`src/rtl/apb_master_if.sv`:
```
// Command/response channel plus APB4 initiator pins for apb_master.
// The master modport is the initiator's view; slave is the environment side
// (command source, response sink and the APB target).
interface apb_master_if #(
  parameter int ADDR_W = 12,
  parameter int DATA_W = 32
);
  localparam int STRB_W = DATA_W / 8;

  logic              cmd_valid;
  logic              cmd_ready;
  logic              cmd_write;
  logic [ADDR_W-1:0] cmd_addr;
  logic [DATA_W-1:0] cmd_wdata;
  logic [STRB_W-1:0] cmd_strb;

  logic              rsp_valid;
  logic              rsp_ready;
  logic [DATA_W-1:0] rsp_rdata;
  logic              rsp_slverr;
  logic              rsp_timeout;
  logic              busy;

  logic              m_psel;
  logic              m_penable;
  logic              m_pwrite;
  logic [ADDR_W-1:0] m_paddr;
  logic [DATA_W-1:0] m_pwdata;
  logic [STRB_W-1:0] m_pstrb;
  logic [DATA_W-1:0] m_prdata;
  logic              m_pready;
  logic              m_pslverr;

  modport master (
    input  cmd_valid, cmd_write, cmd_addr, cmd_wdata, cmd_strb,
    input  rsp_ready, m_prdata, m_pready, m_pslverr,
    output cmd_ready, rsp_valid, rsp_rdata, rsp_slverr, rsp_timeout, busy,
    output m_psel, m_penable, m_pwrite, m_paddr, m_pwdata, m_pstrb
  );

  modport slave (
    output cmd_valid, cmd_write, cmd_addr, cmd_wdata, cmd_strb,
    output rsp_ready, m_prdata, m_pready, m_pslverr,
    input  cmd_ready, rsp_valid, rsp_rdata, rsp_slverr, rsp_timeout, busy,
    input  m_psel, m_penable, m_pwrite, m_paddr, m_pwdata, m_pstrb
  );
endinterface

```
`src/rtl/apb_master.sv`:
```
// APB4 initiator: one transfer at a time from a valid/ready command channel,
// result returned on a response channel, with a bounded wait on pready.
// All outputs come straight from flops.
module apb_master #(
  parameter int ADDR_W  = 12,
  parameter int DATA_W  = 32,
  parameter int TIMEOUT = 16
) (
  input  logic          sys_clk,
  input  logic          sys_rst_n,
  apb_master_if.master  bus
);
  // Counter must reach TIMEOUT without wrapping; 1 bit is enough when disabled.
  localparam int CNT_W = (TIMEOUT > 0) ? $clog2(TIMEOUT + 1) : 1;

  typedef enum logic [1:0] {IDLE, SETUP, ACCESS, RESP} state_t;

  state_t           state, state_d;
  logic [CNT_W-1:0] wait_cnt;
  logic             accept, done, expire;
  logic             psel_d, penable_d, cmd_ready_d, rsp_valid_d, busy_d;

  assign accept = (state == IDLE) && bus.cmd_valid && bus.cmd_ready;
  assign done   = (state == ACCESS) && bus.m_pready;
  // Abort on the edge that would make this the TIMEOUT-th stalled ACCESS cycle.
  assign expire = (TIMEOUT != 0) && (state == ACCESS) && !bus.m_pready &&
                  (int'(wait_cnt) + 1 >= TIMEOUT);

  // State register.
  always_ff @(posedge sys_clk or negedge sys_rst_n) begin
    if (!sys_rst_n) state <= IDLE;
    else            state <= state_d;
  end

  // Next-state logic.
  always_comb begin
    state_d = state;
    case (state)
      IDLE:    if (accept) state_d = SETUP;
      SETUP:   state_d = ACCESS;
      ACCESS:  if (done || expire) state_d = RESP;
      RESP:    if (bus.rsp_ready) state_d = IDLE;
      default: state_d = IDLE;
    endcase
  end

  // Control outputs decoded from the next state so they can be registered.
  always_comb begin
    psel_d      = (state_d == SETUP) || (state_d == ACCESS);
    penable_d   = (state_d == ACCESS);
    cmd_ready_d = (state_d == IDLE);
    rsp_valid_d = (state_d == RESP);
    busy_d      = (state_d != IDLE);
  end

  // Registered control outputs.
  always_ff @(posedge sys_clk or negedge sys_rst_n) begin
    if (!sys_rst_n) begin
      bus.m_psel    <= 1'b0;
      bus.m_penable <= 1'b0;
      bus.cmd_ready <= 1'b1;
      bus.rsp_valid <= 1'b0;
      bus.busy      <= 1'b0;
    end else begin
      bus.m_psel    <= psel_d;
      bus.m_penable <= penable_d;
      bus.cmd_ready <= cmd_ready_d;
      bus.rsp_valid <= rsp_valid_d;
      bus.busy      <= busy_d;
    end
  end

  // Wait-state counter: cleared in SETUP, counts stalled ACCESS cycles.
  always_ff @(posedge sys_clk or negedge sys_rst_n) begin
    if (!sys_rst_n)                            wait_cnt <= '0;
    else if (state == SETUP)                   wait_cnt <= '0;
    else if (state == ACCESS && !bus.m_pready) wait_cnt <= wait_cnt + CNT_W'(1);
  end

  // Command capture and response capture; addr/data/pwrite hold when idle.
  always_ff @(posedge sys_clk or negedge sys_rst_n) begin
    if (!sys_rst_n) begin
      bus.m_paddr     <= '0;
      bus.m_pwrite    <= 1'b0;
      bus.m_pwdata    <= '0;
      bus.m_pstrb     <= '0;
      bus.rsp_rdata   <= '0;
      bus.rsp_slverr  <= 1'b0;
      bus.rsp_timeout <= 1'b0;
    end else if (accept) begin
      bus.m_paddr  <= bus.cmd_addr;
      bus.m_pwrite <= bus.cmd_write;
      bus.m_pwdata <= bus.cmd_wdata;
      bus.m_pstrb  <= bus.cmd_write ? bus.cmd_strb : '0;
    end else if (done) begin
      bus.m_pstrb     <= '0;
      bus.rsp_rdata   <= bus.m_pwrite ? '0 : bus.m_prdata;
      bus.rsp_slverr  <= bus.m_pslverr;
      bus.rsp_timeout <= 1'b0;
    end else if (expire) begin
      bus.m_pstrb     <= '0;
      bus.rsp_rdata   <= '0;
      bus.rsp_slverr  <= 1'b1;
      bus.rsp_timeout <= 1'b1;
    end
  end
endmodule

```
`src/flat_wrapper.sv`:
```
// flat-port wrapper written by rule: the top's interface ports become plain ports
module apb_master_flat 
#(
  parameter int ADDR_W  = 12,
  parameter int DATA_W  = 32,
  parameter int TIMEOUT = 16
)
  (sys_clk, sys_rst_n, bus_cmd_valid, bus_cmd_write, bus_cmd_addr, bus_cmd_wdata, bus_cmd_strb, bus_rsp_ready, bus_m_prdata, bus_m_pready, bus_m_pslverr, bus_cmd_ready, bus_rsp_valid, bus_rsp_rdata, bus_rsp_slverr, bus_rsp_timeout, bus_busy, bus_m_psel, bus_m_penable, bus_m_pwrite, bus_m_paddr, bus_m_pwdata, bus_m_pstrb);
  apb_master_if #(.ADDR_W(ADDR_W), .DATA_W(DATA_W)) bus_i ();
  input  logic sys_clk;
  input  logic sys_rst_n;
  input wire logic [$bits(bus_i.cmd_valid)-1:0] bus_cmd_valid;
  input wire logic [$bits(bus_i.cmd_write)-1:0] bus_cmd_write;
  input wire logic [$bits(bus_i.cmd_addr)-1:0] bus_cmd_addr;
  input wire logic [$bits(bus_i.cmd_wdata)-1:0] bus_cmd_wdata;
  input wire logic [$bits(bus_i.cmd_strb)-1:0] bus_cmd_strb;
  input wire logic [$bits(bus_i.rsp_ready)-1:0] bus_rsp_ready;
  input wire logic [$bits(bus_i.m_prdata)-1:0] bus_m_prdata;
  input wire logic [$bits(bus_i.m_pready)-1:0] bus_m_pready;
  input wire logic [$bits(bus_i.m_pslverr)-1:0] bus_m_pslverr;
  output wire logic [$bits(bus_i.cmd_ready)-1:0] bus_cmd_ready;
  output wire logic [$bits(bus_i.rsp_valid)-1:0] bus_rsp_valid;
  output wire logic [$bits(bus_i.rsp_rdata)-1:0] bus_rsp_rdata;
  output wire logic [$bits(bus_i.rsp_slverr)-1:0] bus_rsp_slverr;
  output wire logic [$bits(bus_i.rsp_timeout)-1:0] bus_rsp_timeout;
  output wire logic [$bits(bus_i.busy)-1:0] bus_busy;
  output wire logic [$bits(bus_i.m_psel)-1:0] bus_m_psel;
  output wire logic [$bits(bus_i.m_penable)-1:0] bus_m_penable;
  output wire logic [$bits(bus_i.m_pwrite)-1:0] bus_m_pwrite;
  output wire logic [$bits(bus_i.m_paddr)-1:0] bus_m_paddr;
  output wire logic [$bits(bus_i.m_pwdata)-1:0] bus_m_pwdata;
  output wire logic [$bits(bus_i.m_pstrb)-1:0] bus_m_pstrb;
  assign bus_i.cmd_valid = bus_cmd_valid;
  assign bus_i.cmd_write = bus_cmd_write;
  assign bus_i.cmd_addr = bus_cmd_addr;
  assign bus_i.cmd_wdata = bus_cmd_wdata;
  assign bus_i.cmd_strb = bus_cmd_strb;
  assign bus_i.rsp_ready = bus_rsp_ready;
  assign bus_i.m_prdata = bus_m_prdata;
  assign bus_i.m_pready = bus_m_pready;
  assign bus_i.m_pslverr = bus_m_pslverr;
  assign bus_cmd_ready = bus_i.cmd_ready;
  assign bus_rsp_valid = bus_i.rsp_valid;
  assign bus_rsp_rdata = bus_i.rsp_rdata;
  assign bus_rsp_slverr = bus_i.rsp_slverr;
  assign bus_rsp_timeout = bus_i.rsp_timeout;
  assign bus_busy = bus_i.busy;
  assign bus_m_psel = bus_i.m_psel;
  assign bus_m_penable = bus_i.m_penable;
  assign bus_m_pwrite = bus_i.m_pwrite;
  assign bus_m_paddr = bus_i.m_paddr;
  assign bus_m_pwdata = bus_i.m_pwdata;
  assign bus_m_pstrb = bus_i.m_pstrb;
  apb_master #(.ADDR_W(ADDR_W), .DATA_W(DATA_W), .TIMEOUT(TIMEOUT)) u_core (.sys_clk(sys_clk), .sys_rst_n(sys_rst_n), .bus(bus_i));
endmodule
```
`config.mk`:
```
export PLATFORM = sky130hd
export DESIGN_NAME = apb_master_flat
export DESIGN_NICKNAME = d
export VERILOG_FILES = /design/src/rtl/apb_master_if.sv /design/src/rtl/apb_master.sv /design/src/flat_wrapper.sv
export SDC_FILE = /design/constraint.sdc
export NUM_CORES = 1
export LEC_CHECK = 0
export CAP_MARGIN = 20
export CELL_PAD_IN_SITES_DETAIL_PLACEMENT = 1
export CELL_PAD_IN_SITES_GLOBAL_PLACEMENT = 1
export CORE_MARGIN = 1.5
export CORE_UTILIZATION = 31
export DETAILED_ROUTE_END_ITERATION = 6
export PLACE_DENSITY_LB_ADDON = 0.1
export SYNTH_ARGS = -nofsm -noshare
export SYNTH_HDL_FRONTEND = slang
export SYNTH_SLANG_ARGS = --single-unit
```
`constraint.sdc`:
```
create_clock -name sys_clk -period 2.8 [get_ports sys_clk]
set_input_delay 0.7 -clock sys_clk [delete_from_list [all_inputs] [get_ports sys_clk]]
set_output_delay 0.7 -clock sys_clk [all_outputs]
set_load 0.01 [all_outputs]
```
==> results of run 1 <==
## final timing paths
| kind | to | slack, ps | cells past startpoint |
|---|---|---|---|
| setup / recovery | bus_cmd_ready | 680 | 1 |
| hold / removal | u_core.bus.m_pwdata[29] | 330 | 1 |
| setup reg to reg | u_core.bus.m_pstrb[0] | 870 | 5 |
| hold reg to reg | u_core.bus.rsp_timeout | 490 | 2 |
| max in group asynchronous | u_core.bus.cmd_ready | 1850 | 2 |
| min in group sys_clk | u_core.bus.rsp_timeout | 490 | 2 |
## synthesized netlist by cell type, drive strengths merged (2+ instances only)
cell type   n
clkbuf      3
nor3        2
buf        13
a32o        6
o21ai       2
nand3       3
nor2b       2
a22o       33
nor2        6
inv         5
ha          5
dfrtp      94
a21oi       3
nand2       7
and3        2
a21o        2
o2bb2ai     3
mux2       44
## cell families (layout without fill, tap and decap cells)
kind of cell / after synthesis / after routing / synth area share, %
fa+ha+maj: 5 / 5 / 1.71
simple gates: 30 / 30 / 4.37
buf+inv: 21 / 202 / 3.00
compound gates: 54 / 54 / 12.5
flops: 95 / 95 / 64.9
mux: 44 / 44 / 13.5
## sequential cells by signal, indices dropped and copies added, names as in the netlist, 2 cells and up
register	flops
u_core.bus.m_pwdata	32
u_core.bus.rsp_rdata	32
u_core.bus.m_paddr	12
u_core.wait_cnt	5
u_core.bus.m_pstrb	4
u_core.state	2
## power groups by stage
stage | Clock (W) | Sequential (W) | Combinational (W)
global route | 0.00133 | 0.00241 | 0.00261
finish | 0.00124 | 0.00232 | 0.00244
floorplan | 0 | 0.00250 | 0.000824
global placement | 0 | 0.00232 | 0.00242
detailed placement | 0 | 0.00234 | 0.00248
CTS | 0.00128 | 0.00233 | 0.00249
## metrics by stage
stage                     power, W  cells  cell area, um2  setup slack (ps)
after floorplan            0.00332    249            3670               684
after global placement     0.00475    557            5610               459
after detailed placement   0.00481    557            5610               398
after CTS                  0.00609    573            5910               663
after global routing       0.00635    573            5910               649
final                      0.00599    573            5910               678
## final cells by class
cell class / instances / area, um2
Clock inverter: 6 / 70.1
Clock buffer: 10 / 229
Inverter: 5 / 18.8
Tap cell: 143 / 179
Sequential cell: 95 / 2380
Multi-Input combinational cell: 133 / 1190
Fill cell: 1184 / 5560
Timing Repair Buffer: 181 / 1840
## layer usage
| layer | GRT usage [%] | vias up |
|---|---|---|
| li1 | - | 1266 |
| met1 | 22.3 | 1340 |
| met2 | 27.0 | 114 |
| met3 | 4.57 | 12 |
| met4 | 6.84 | 0 |
| met5 | 0 | - |
==> results.yml, run 1 <==
die:
  start_util_pct: 32.0
  rows: 39
  core_mm2: 0.0115
  die_w_um: 112
  die_h_um: 112
  dieArea_mm2: 0.0125
  ios: 175
sta:
  setup_viol: 0
  tightestPinTransition_ps: 601
  finalClockSkew_ps: 7.98
  hold_viol: 0
  relSlewSlack_pct: 60.0
  rsz0062_at_grt: "no"
  fin_setup_tns_ps: 0
  finalMaxSlewViolations: 0
  hold-worst-slack_ps: 332
  timing.fmax_mhz: 471
  finalCritPeriodShare_pct: 75.8
  min_period_ps: 2120
pwr:
  swShare_pct: 30.8
  power.switching_w: 0.00185
  power_frac_seq_pct: 38.7
  p_int_w: 0.00415
  p_per_area_mw_per_mm2: 1010
  comb_power_share_pct: 40.7
  clock_power_share_pct: 20.7
  irDropWorstVdd_uv: 443
  p_leak_nw: 2.54
min_path:
  hp-class: "in2async"
setup_path:
  path_buf_inv: 1
  crit_family: "flip-flops"
  crit_fanout: 3
  slowest_delay_ps: 550
  worstReg2RegStart: "u_core.wait_cnt[0]"
  cp_cell_sequence: "clkdlybuf4s50_1"
  cp_slowest_cell: "dfstp_2"
  crit_path_start_kind: "flop"
  cp.required_ps: 2100
  cp-startpoint: "u_core.bus.cmd_ready"
  crit_path_end_kind: "output port"
  crit_arrival_ps: 1420
  critPathKind: "reg2out"
flow_run:
  cap_violations: 0
finish:
  area_delta_synth_final_pct: 61.3
  layout-drive-gt1-share_pct: 16.5
  antenna_cells: 0
  layout_commonest_cell: "clkdlybuf4s50_1"
  nNetsFinal: 517
  layout_common_cells: "clkdlybuf4s50_1 (173), dfrtp_1 (94), mux2_2 (44)"
  finalCoreUtilization_pct: 51.6
global_routing:
  antenna_found_initial: 0
  grt_pass1_vias: 2923
  gr-total-overflow: 0
  grt_max_degree: 46
  grt_pass1_wl_um: 16700
  track_usage_pct: 17.1
drt:
  met3_length_um: 683
  drt-pass1-iter-count: 4
  drt-met1-wl_um: 4510
  viasPerCell: 4.77
  met2_length_um: 4850
  highest_layer: "met4"
  drc_errors: 0
  vias: 2732
  drtAntennaViolNets: 0
  wl_per_cell_um: 17.9
  wirelength_um: 10300
  drt_iter0_markers: 111
clock_network:
  cts_htree_levels: 3
  clk_latency_ps: 340
  cts_root_buf: "clkbuf_16"
  hold_buffers: 0
  postCtsSetupBuffers: 0
  clock_path_buffers: 2
  cts_buffers: 9
  cts-resized-gates: 0
  cts.clk_slew.worst_paths_ps: 70
  clock-sinks: 95
  cts_tree: "done"
yosys:
  yosysTopAreaCell: "dfrtp_1"
  async_flop_share_pct: 100
  ys_seq_elements: 95
  ys.warnings.count: 0
  post_synth_num_cell_types: 35
  syn_area_mm2: 0.00367
  ys_dominant_reg_cell: "dfrtp_1"
  synth_edf_count: 0
  syn-instance-count: 249
  synth_fp_nets: 341
  synth_top_area_share_pct: 64.2
  synth_area_leaders: "dfrtp_1 (64%), mux2_2 (14%), a22o_1 (7.9%)"
  avgSynthCellArea_um2: 14.7
  yosysSeqAreaShare_pct: 64.9
placement:
  port_buffers: 174
  hpwl_um: 7320
  place_congestion: 0.724
status:
  outcome: "finished clean"
Note: power is estimated with default switching activity, not from simulation.
==> run 2: changes to the inputs <==
--- a/config.mk
+++ b/config.mk
@@ -9,7 +9,7 @@
 export CELL_PAD_IN_SITES_DETAIL_PLACEMENT = 1
 export CELL_PAD_IN_SITES_GLOBAL_PLACEMENT = 1
 export CORE_MARGIN = 1.5
-export CORE_UTILIZATION = 31
+export CORE_UTILIZATION = 28
 export DETAILED_ROUTE_END_ITERATION = 6
 export PLACE_DENSITY_LB_ADDON = 0.1
 export SYNTH_ARGS = -nofsm -noshare
==> constraint.sdc (replaced) <==
create_clock -name sys_clk -period 1.9 [get_ports sys_clk]
set_input_delay 0.475 -clock sys_clk [delete_from_list [all_inputs] [get_ports sys_clk]]
set_output_delay 0.475 -clock sys_clk [all_outputs]
set_load 0.01 [all_outputs]
==> results.yml, run 2 (same netlist as run 1, synthesis figures left out) <==
drt:
  drc_errors: 0
  drt-pass1-iter-count: 4
  vias: 2812
  wl_per_cell_um: 17.2
  drtAntennaViolNets: 0
  wirelength_um: 10500
  drt_iter0_markers: 118
  viasPerCell: 4.62
min_path:
  hp-class: "in2async"
die:
  core_mm2: 0.0127
  die_h_um: 117
  dieArea_mm2: 0.0138
  start_util_pct: 28.8
  die_w_um: 117
  ios: 175
  rows: 41
sta:
  hold_viol: 0
  setup_viol: 0
  finalClockSkew_ps: 5.93
  tightestPinTransition_ps: 364
  hold-worst-slack_ps: 28.7
  finalCritPeriodShare_pct: 94.0
  timing.fmax_mhz: 560
  finalMaxSlewViolations: 0
  rsz0062_at_grt: "no"
  relSlewSlack_pct: 75.5
  min_period_ps: 1790
finish:
  area_delta_synth_final_pct: 64.9
  reg_top3: "u_core.bus.m_pwdata (32), u_core.bus.rsp_rdata (32), u_core.bus.m_paddr (12)"
  fin_area_mm2: 0.00605
  layout_common_cells: "clkdlybuf4s50_1 (172), dfrtp_1 (94), mux2_2 (44)"
  antenna_cells: 0
  layout-drive-gt1-share_pct: 18.3
  fillers: 1344
  layout_commonest_cell: "clkdlybuf4s50_1"
  nNetsFinal: 524
setup_path:
  path_depth: 1
  cp_cell_sequence: "clkdlybuf4s50_1"
  cp-startpoint: "u_core.bus.m_pwrite"
  crit_path_start_kind: "flop"
  crit_path_end: "bus_m_pwrite"
  slowest_delay_ps: 580
  cp_slowest_cell: "clkdlybuf4s50_1"
  path_buf_inv: 1
  crit_family: "buffers and inverters"
  cp.required_ps: 1420
  crit_fanout: 3
  rr_endpoint: "u_core.bus.m_psel"
  crit_arrival_ps: 1310
  ff2ff_path_depth: 5
  crit_path_end_kind: "output port"
  worstReg2RegStart: "u_core.wait_cnt[1]"
  reg2reg_slack_ps: 130
  critPathKind: "reg2out"
flow_run:
  cap_violations: 0
status:
  outcome: "finished clean"
clock_network:
  cts_root_buf: "clkbuf_16"
  cts_tree: "done"
  clk_latency_ps: 340
  cts_htree_levels: 3
  hold_buffers: 0
  cts_buffers: 9
  clock-sinks: 95
  cts.clk_slew.worst_paths_ps: 70
  clock_path_buffers: 2
pwr:
  p_per_area_mw_per_mm2: 1500
  p_leak_nw: 2.61
  irDropWorstVdd_uv: 529
global_routing:
  grt_pass1_wl_um: 16900
  antenna_found_initial: 0
  grt_max_degree: 46
  grt_pass1_vias: 2991
  track_usage_pct: 15.8
  gr-total-overflow: 0
placement:
  hpwl_um: 7490
  place_congestion: 0.723
  port_buffers: 174
  dpl_cell_area_mm2: 0.00572
## run 2: area by class of cell
cell class              count  area (um2)  share of cell area, %
well taps                 172         215                   3.56
multi-input cells         133        1200                   19.9
clock inverters             3        65.1                   1.08
flip-flops and latches     95        2380                   39.3
clock buffers              13         260                   4.30
inverters                   5        18.8                  0.310
repair buffers            188        1910                   31.5
## run 2: per-stage QoR
step / setup WS, ps / util (%) / TNS (ps) / total power, W / cells
detailed placement: -234 / 45.0 / -16130 / 0.00720 / 593
global placement: -219 / 45.0 / -15390 / 0.00712 / 593
CTS: 49.8 / 47.5 / 0 / 0.00925 / 609
floorplan: 4.29 / - / 0 / 0.00491 / 249
global route: 40.3 / 47.5 / 0 / 0.00963 / 609
finish: 114 / 47.5 / 0 / 0.00910 / 609
## run 2: how the worst min path moves through the flow
stage          slack (ps)  depth (start not counted)  startpoint                       to
2_1_floorplan         180                          0   sys_rst_n          u_core.bus.busy
3_3_place_gp          400                          1   sys_rst_n    u_core.bus.m_paddr[4]
3_5_place_dp          400                          1   sys_rst_n    u_core.bus.m_paddr[4]
4_1_cts                30                          1   sys_rst_n  u_core.bus.m_pwdata[16]
5_1_grt                40                          1   sys_rst_n    u_core.bus.m_paddr[4]
6_report               30                          1   sys_rst_n    u_core.bus.m_paddr[4]
## run 2: what timing repair did
item | CTS | global route
gates resized for setup | 1 | 1
setup buffers | 0 | 0
endpoints found under the setup margin | 1 | 1
## run 2: metal layers
layer | up-vias | global-route usage, % | share of wire (%)
li1 | 1275 | - | -
met1 | 1421 | 21.4 | 46
met2 | 105 | 24.1 | 45
met3 | 11 | 4.52 | 6.8
met4 | 0 | 6.02 | 1.5
met5 | - | 0 | 0
## run 2: report_power, final
group,total (W),switching (W),internal (W)
clock,0.00199,0.000760,0.00122
sequential,0.00333,0.000463,0.00286
combinational,0.00378,0.00147,0.00232
total,0.00910,0.00269,0.00640
==> run 3: changes to the inputs <==
--- a/config.mk
+++ b/config.mk
@@ -11,7 +11,9 @@
 export CORE_MARGIN = 1.5
 export CORE_UTILIZATION = 28
 export DETAILED_ROUTE_END_ITERATION = 6
+export HOLD_SLACK_MARGIN = 0.08
 export PLACE_DENSITY_LB_ADDON = 0.1
 export SYNTH_ARGS = -nofsm -noshare
 export SYNTH_HDL_FRONTEND = slang
 export SYNTH_SLANG_ARGS = --single-unit
+export TNS_END_PERCENT = 100
==> results.yml, run 3 (same netlist as run 1, synthesis figures left out) <==
status:
  outcome: "finished clean"
finish:
  finalCoreUtilization_pct: 47.6
  layout-drive-gt1-share_pct: 18.3
  final_cells: 610
  layout_common_cells: "clkdlybuf4s50_1 (172), dfrtp_1 (94), mux2_2 (44)"
  area_delta_synth_final_pct: 65.2
  antenna_cells: 0
  nNetsFinal: 525
  layout_commonest_cell: "clkdlybuf4s50_1"
  reg_top3: "u_core.bus.m_pwdata (32), u_core.bus.rsp_rdata (32), u_core.bus.m_paddr (12)"
clock_network:
  clk_latency_ps: 340
  cts_htree_levels: 3
  cts.clk_slew.worst_paths_ps: 70
  cts_tree: "done"
  clock-sinks: 95
  cts_buffers: 9
  clock_path_buffers: 2
  cts_root_buf: "clkbuf_16"
pwr:
  p_leak_nw: 2.61
  power_w: 0.00910
  p_per_area_mw_per_mm2: 1500
  irDropWorstVdd_uv: 529
die:
  die_h_um: 117
  rows: 41
  ios: 175
  dieArea_mm2: 0.0138
  die_w_um: 117
  start_util_pct: 28.8
  core_mm2: 0.0127
sta:
  setup_viol: 0
  rsz0062_at_grt: "no"
  hold_viol: 0
  hold-worst-slack_ps: 484
  finalClockSkew_ps: 5.95
  timing.fmax_mhz: 557
  tightestPinTransition_ps: 364
  relSlewSlack_pct: 75.5
  setup_ws_ps: 103
  min_period_ps: 1800
  finalMaxSlewViolations: 0
  finalCritPeriodShare_pct: 94.6
setup_path:
  cp_cell_sequence: "clkdlybuf4s50_1"
  critPathKind: "reg2out"
  crit_fanout: 3
  crit_arrival_ps: 1320
  crit_path_end_kind: "output port"
  crit_path_start_kind: "flop"
  slowest_delay_ps: 580
  path_buf_inv: 1
  crit_family: "buffers and inverters"
  cp.required_ps: 1420
  path_depth: 1
  ff2ff_path_depth: 5
  cp_slowest_cell: "clkdlybuf4s50_1"
global_routing:
  grt_max_degree: 46
  grt_pass1_vias: 2995
  gr-total-overflow: 0
  track_usage_pct: 15.9
  grt_pass1_wl_um: 16900
  antenna_found_initial: 0
drt:
  drt-pass1-iter-count: 4
  vias: 2820
  drt_iter0_markers: 114
  wirelength_um: 10500
  wl_per_cell_um: 17.2
  drtAntennaViolNets: 0
  drc_errors: 0
  viasPerCell: 4.62
placement:
  place_congestion: 0.723
  dp.cells: 593
  dp_slack_ps: -234
  hpwl_um: 7490
  port_buffers: 174
flow_run:
  cap_violations: 0
min_path:
  hp-class: "reg2reg"
  hold_depth: 2
[run 3: changes by cell type in the layout (fill, tap and decap cells not counted)]
| cell | before | now |
|---|---|---|
| dlygate4sd3_1 | 0 | 1 |
[run 3: metal layers]
metal  up-vias  wire, um  GRT usage [%]
li1       1278         -              -
met1      1426      4850           21.4
met2       105      4790           24.3
met3        11       713           4.52
met4         0       158           6.02
met5         -         0              0
[run 3: repair_timing]
item | CTS | global route
endpoints found under the setup margin | 1 | 1
endpoints found under the hold margin | 21 | 0
pin swaps | 0 | 0
buffers inserted | 0 | 0
resized for setup | 1 | 1
hold buffers | 1 | 0
[run 3: worst paths after layout]
| path | start | endpoint | slack, ps |
|---|---|---|---|
| max reg2reg | u_core.wait_cnt[1] | u_core.bus.m_psel | 130 |
| min in group asynchronous | sys_rst_n | u_core.bus.m_paddr[4] | 580 |
| min | u_core.bus.rsp_timeout | u_core.bus.rsp_timeout | 480 |
| max in group asynchronous | sys_rst_n | u_core.bus.cmd_ready | 740 |
| min reg2reg | u_core.bus.rsp_timeout | u_core.bus.rsp_timeout | 480 |
| max | u_core.bus.m_pwrite | bus_m_pwrite | 100 |
[run 3: per-stage QoR]
stage	TNS, ps	instance area (um2)
2_1_floorplan	0	3680
3_3_place_gp	-15390	5720
3_5_place_dp	-16130	5720
4_1_cts	0	6060
5_1_grt	0	6060
6_report	0	6060
[run 3: final cells by class]
cell class | instances | area (um2)
multi-input cells | 133 | 1200
repair buffers | 189 | 1920
inverters | 5 | 18.8
clock buffers | 13 | 260
flip-flops and latches | 95 | 2380
well taps | 172 | 215
clock inverters | 3 | 65.1
fillers | 1341 | 6670
[run 3: report_power, final]
group,switching [W],total (W),internal (W)
clock,0.000760,0.00199,0.00122
sequential,0.000466,0.00333,0.00286
combinational,0.00147,0.00379,0.00232
total,0.00270,0.00910,0.00640
[run 3: worst register-to-register path, stage by stage, from the launching register on]
cell and delay (ps):
dfrtp_1 390, ha_2 220, and3_4 200, a311o_2 370
o211a_1 190, ha_1 300
